**src/rtl/mgia_vfetch.sv**
```systemverilog
// Video fetch engine: reads one frame of VRAM words into a small prefetch FIFO.
// Optional sticky underrun flag enabled by defining MGIA_VFETCH_UNDERRUN_EN.
module mgia_vfetch #(
  parameter int unsigned FRAME_WORDS = 8000,
  parameter int unsigned FIFO_DEPTH  = 4
) (
  input  logic        CLK_I,
  input  logic        RST_I,
  input  logic        FRAME_I,
  output logic [12:0] VF_ADR_O,
  output logic        VF_CYC_O,
  output logic        VF_STB_O,
  input  logic        VF_ACK_I,
  input  logic [15:0] VF_DAT_I,
  output logic [15:0] DAT_O,
  output logic        VALID_O,
  input  logic        POP_I,
  output logic        UNDERRUN_O
);

  localparam int unsigned PW  = (FIFO_DEPTH > 1) ? $clog2(FIFO_DEPTH) : 1;
  localparam int unsigned CW  = PW + 1;
  localparam int unsigned WCW = 14;
  localparam int unsigned AW  = 13;

  typedef enum logic [1:0] {IDLE, FETCH, ABORT, DONE} state_t;

  state_t          state_q, state_d;
  logic            cyc_d, stb_d;
  logic [AW-1:0]   adr_d;
  logic [WCW-1:0]  wcnt_q, wcnt_d;
  logic [15:0]     mem [FIFO_DEPTH];
  logic [PW-1:0]   rd_ptr, wr_ptr;
  logic [CW-1:0]   count, cnt_keep, cnt_push;
  logic            push, pop_ok, flush;

  assign VALID_O = (count != '0);
  assign DAT_O   = mem[rd_ptr];

  // Next-state, bus handshake and FIFO control
  always_comb begin
    state_d  = state_q;
    cyc_d    = VF_CYC_O;
    stb_d    = VF_STB_O;
    adr_d    = VF_ADR_O;
    wcnt_d   = wcnt_q;
    push     = 1'b0;
    flush    = 1'b0;
    pop_ok   = POP_I && (count != '0);
    cnt_keep = count - CW'(pop_ok);
    cnt_push = cnt_keep + CW'(1);
    if (FRAME_I) begin
      // Frame start wins over any ack in the same cycle
      state_d = ABORT;
      cyc_d   = 1'b0;
      stb_d   = 1'b0;
      adr_d   = '0;
      wcnt_d  = '0;
      flush   = 1'b1;
    end else begin
      case (state_q)
        ABORT: begin
          state_d = FETCH;
          cyc_d   = 1'b1;
          stb_d   = 1'b1;
        end
        FETCH: begin
          if (VF_STB_O && VF_ACK_I) begin
            push = 1'b1;
            if (wcnt_q == WCW'(FRAME_WORDS - 1)) begin
              state_d = DONE;
              cyc_d   = 1'b0;
              stb_d   = 1'b0;
            end else begin
              adr_d  = VF_ADR_O + AW'(1);
              wcnt_d = wcnt_q + WCW'(1);
              stb_d  = (cnt_push < CW'(FIFO_DEPTH));
            end
          end else if (!VF_STB_O) begin
            stb_d = (cnt_keep < CW'(FIFO_DEPTH));
          end
        end
        default: ;
      endcase
    end
  end

  // State, bus outputs and FIFO storage
  always_ff @(posedge CLK_I) begin
    if (RST_I) begin
      state_q  <= IDLE;
      VF_CYC_O <= 1'b0;
      VF_STB_O <= 1'b0;
      VF_ADR_O <= '0;
      wcnt_q   <= '0;
      rd_ptr   <= '0;
      wr_ptr   <= '0;
      count    <= '0;
      for (int i = 0; i < int'(FIFO_DEPTH); i++) mem[i] <= '0;
    end else begin
      state_q  <= state_d;
      VF_CYC_O <= cyc_d;
      VF_STB_O <= stb_d;
      VF_ADR_O <= adr_d;
      wcnt_q   <= wcnt_d;
      if (flush) begin
        rd_ptr <= '0;
        wr_ptr <= '0;
        count  <= '0;
      end else begin
        if (push) begin
          mem[wr_ptr] <= VF_DAT_I;
          wr_ptr      <= wr_ptr + PW'(1);
        end
        if (pop_ok) rd_ptr <= rd_ptr + PW'(1);
        count <= count + CW'(push) - CW'(pop_ok);
      end
    end
  end

`ifdef MGIA_VFETCH_UNDERRUN_EN
  logic underrun_q;

  // Sticky: consumer popped an empty FIFO while the frame was fetching
  always_ff @(posedge CLK_I) begin
    if (RST_I || flush) underrun_q <= 1'b0;
    else if (POP_I && (count == '0) && (state_q == FETCH)) underrun_q <= 1'b1;
  end

  assign UNDERRUN_O = underrun_q;
`else
  assign UNDERRUN_O = 1'b0;
`endif

endmodule

```
**config.mk**
```make
export PLATFORM = sky130hd
export DESIGN_NAME = mgia_vfetch
export DESIGN_NICKNAME = d
export VERILOG_FILES = /design/src/rtl/mgia_vfetch.sv
export SDC_FILE = /design/constraint.sdc
export NUM_CORES = 1
export LEC_CHECK = 0
export BUFFER_PORTS_ARGS = -buffer_cell sky130_fd_sc_hd__buf_2
export CAP_MARGIN = 5
export CORE_ASPECT_RATIO = 0.75
export CORE_MARGIN = 4
export CORE_UTILIZATION = 44
export CTS_CLUSTER_DIAMETER = 200
export CTS_CLUSTER_SIZE = 8
export DETAILED_ROUTE_END_ITERATION = 10
export GPL_ROUTABILITY_DRIVEN = 0
export SLEW_MARGIN = 20
export SYNTH_ARGS = -nofsm -noshare
export SYNTH_HDL_FRONTEND = slang
export SYNTH_SLANG_ARGS = --single-unit
```
**constraint.sdc**
```tcl
create_clock -name CLK_I -period 3.1 [get_ports CLK_I]
set_input_delay 0 -clock CLK_I [delete_from_list [all_inputs] [get_ports CLK_I]]
set_output_delay 0 -clock CLK_I [all_outputs]
set_load 0.02 [all_outputs]
```
==> PnR_summary.wiki <==
{| class="wikitable"
! Metric !! Value
|-
| Clock Latency Late Sink || 350 ps
|-
| Final critical path time including I/O delays and setup || 2270 ps
|-
| I/O pin total || 54
|-
| Number of synthesized register bits || 104
|-
| Post-synthesis area per instance || 12.1 sq um
|-
| Total global routing track utilization || 17.5%
|-
| Cell variety after synth || 50
|-
| Die height || 98.6 microns
|-
| Area used by multi-input combinational logic || 1940 sq um
|-
| Maximum achievable frequency || 441 MHz
|-
| IR Drop Worst-Case VDD || 0.283 mV
|-
| Most frequent cells after synthesis || 64 x sky130_fd_sc_hd__edfxtp_1, 40 x sky130_fd_sc_hd__dfxtp_1, 38 x sky130_fd_sc_hd__and3_1, 35 x sky130_fd_sc_hd__and2_1, 26 x sky130_fd_sc_hd__a21oi_1
|-
| Number of standard-cell rows in the floorplan || 32
|-
| Total Die Area || 12700 sq um
|-
| Clock-pin transition on the worst setup and hold timing paths || 70 ps
|-
| Cell with the most instances after synthesis || sky130_fd_sc_hd__edfxtp_1
|-
| Number of synthesized flops with an enable pin || 64
|-
| TritonRoute pass-1 iters || 4
|-
| CP bufs+invs || 1
|-
| HP Class || input port to flop
|-
| Antenna violation net count after detailed routing || 0
|-
| Cell leakage power || 2.17 nW
|-
| Leading post-synthesis cells by cell area || sky130_fd_sc_hd__edfxtp_1 40%, sky130_fd_sc_hd__dfxtp_1 17%, sky130_fd_sc_hd__mux4_2 7.5%
|-
| Setup repair after global routing missed its margin || no
|-
| Initial core utilization || 45.9%
|-
| Number of global-route vias before repair || 3237
|-
| Warning count from the yosys run || 0
|-
| Total clock sinks || 104
|-
| Via density || 5.53
|-
| Count of cells resized by post-cts repair || 0
|-
| CTS Buffer Depth || 2
|-
| Total power per unit cell area || 475 nW/um^2
|-
| Post-synth ARST share || 0%
|-
| Synthesized net count || 426
|-
| Filler Cells Inserted || 906
|-
| DP Wirelength || 6.69 mm
|-
| Final slew viol count || 0
|-
| Clock tree from TritonCTS || built
|-
| Total clock buffers created by CTS || 9
|-
| Share of the cycle needed by the critical path after routing || 73.1%
|-
| Cell type with the largest total area after synthesis || sky130_fd_sc_hd__edfxtp_1
|-
| Chip width || 129 microns
|-
| Initial antenna violation count || 0
|-
| Area after detailed placement || 5180 sq um
|-
| Layout area overhead || 16.5%
|-
| Critical Path Source Type || flop
|-
| Pin count of the biggest net entering global routing || 35
|-
| CTS H-Tree Depth || 3
|-
| Overflow left after global routing || 0
|-
| Synth top area share || 39.9%
|-
| DRC || 0
|-
| Post-Route WL || 10.5 mm
|-
| Arrival time of the worst setup path || 2540 ps
|-
| Predominant post-synthesis flop cell || sky130_fd_sc_hd__edfxtp_1
|-
| Portion of the post-synthesis area used by sequential elements || 56.5%
|-
| Relative slew slack || 42.8%
|-
| Family of cells with the greatest summed delay on the critical path || simple AND/OR/NAND/NOR gates
|-
| Delay contributed by the slowest stage of the critical path || 550 ps
|-
| Nature of the critical path endpoint || flop
|-
| Routed wirelength normalized by instance count || 17.5 microns
|-
| Placement Setup Slack || 837 ps
|-
| End-of-flow core utilization || 53.5%
|-
| Total negative slack for setup checks || 0 ps
|-
| CTS root buffer || sky130_fd_sc_hd__clkbuf_16
|-
| Synthesized area || 4820 sq um
|-
| Count of nets after finishing || 487
|-
| Worst setup path class || flop to flop
|-
| Proportion of layout cells with a drive suffix above 1 || 21.3%
|-
| Setup violation total in the final timing report || 0
|-
| Transition time at the pin with the least slew margin || 857 ps
|-
| Core Footprint || 10500 sq um
|-
| Count of antenna diodes in the layout || 0
|-
| Run status || completed
|-
| Number of I/O port buffers || 52
|-
| Drt first-iter violations || 252
|-
| # Max-Cap Violations || 0
|-
| Worst EP required || 3380 ps
|-
| List of cells traversed by the critical path || inv_1 > ha_1 > and3_1 > nand4_1 > or4_1 > a21oi_1
|-
| Mapped Cells || 398
|-
| Setup WS post-layout || 833 ps
|-
| Wire length of the first global-routing pass || 17.2 mm
|-
| Worst-case clock skew || 7.20 ps
|-
| Tot Pwr || 2.67 mW
|-
| Maximum net fanout on the critical path || 16
|-
| Number of hold-slack violations in the final timing report || 0
|-
| FF/Latch Area || 2720 sq um
|-
| Vias after detailed routing || 3320
|-
| Post-Layout Inst Area || 5610 sq um
|-
| Crit-path slowest cell || sky130_fd_sc_hd__or4_1
|}
routing by layer:
metal | part of all wire [%] | up-vias | global-route usage, %
met3 | 5.9 | 4 | 4.12
li1 | - | 1634 | -
met5 | 0 | - | 0
met2 | 45 | 69 | 26.4
met4 | 0.52 | 0 | 5.41
met1 | 48 | 1613 | 25.2
worst min-delay path, delay by kind of cell:
kind | cells | cell delay (ps)
compound gates | 2 | 180
buf+inv | 1 | 150
final cells by class:
type / count / area share (%)
tap: 136 / 3.03
sequential: 104 / 48.5
clock buffer: 11 / 4.15
multi-input combinational: 261 / 34.6
timing repair buffer: 77 / 8.74
clock inverter: 5 / 0.602
inverter: 6 / 0.401
worst paths after layout:
path | slack [ps] | startpoint | end | cells after the start
max | 830 | state_q[1] | VF_ADR_O[11] | 6
min | 20 | FRAME_I | state_q[1] | 3
max reg2reg | 830 | state_q[1] | VF_ADR_O[11] | 6
min reg2reg | 490 | VF_CYC_O | VF_CYC_O | 2
repair_timing:
action	4_1_cts	5_1_grt
hold buffers	17	0
buffers inserted	0	0
hold endpoints to repair	56	0
cell usage in the layout (no fill, tap or decap), drive strengths merged, types with 2 or more instances in the layout:
cell type	n
a21oi	26
o31ai	12
nand2b	2
a31o	2
a31oi	4
or4	11
o21ai	11
nand2	14
mux4	16
o21a	2
and3	38
o31a	2
and2	35
ha	6
dfxtp	40
clkinv	3
buf	60
nor4	3
nand3	15
and4	4
nor2	15
dlygate4sd3	17
clkbuf	11
nand4	6
edfxtp	64
or3	8
inv	6
clkinvlp	2
nor3	2
xnor2	5
a41o	3
xor2	5
registers in the layout, indices dropped and copies added (netlist names), named ones only:
| signal | cells |
|---|---|
| state_q | 2 |
| wr_ptr | 2 |
| mem | 64 |
| count | 3 |
| rd_ptr | 2 |
| VF_ADR_O | 13 |
| wcnt_q | 14 |
| VF_STB_O | 1 |
| VF_CYC_O | 1 |
power breakdown:
| group | switching (mW) | internal [mW] | total, mW |
|---|---|---|---|
| combinational | 0.0765 | 0.0515 | 0.128 |
| clock | 0.492 | 0.544 | 1.04 |
| sequential | 0.0102 | 1.49 | 1.50 |
logic make-up (layout without fill, tap and decap cells):
group	after synthesis	after routing	share of synthesized area (%)
simple gates	159	159	20.0
flops	104	104	56.5
compound gates	67	67	8.75
buf+inv	33	99	3.22
mux	17	17	7.69
xor+xnor	10	10	1.82
fa+ha+maj	7	7	1.97
other cells	1	1	0.0778
metrics by stage:
step	hold WS, ps	cells
5_1_grt	21.3	600
3_5_place_dp	302	567
2_1_floorplan	69.1	398
3_3_place_gp	293	567
6_report	23.2	600
4_1_cts	6.26	600
(Power assumes the default switching activity.)
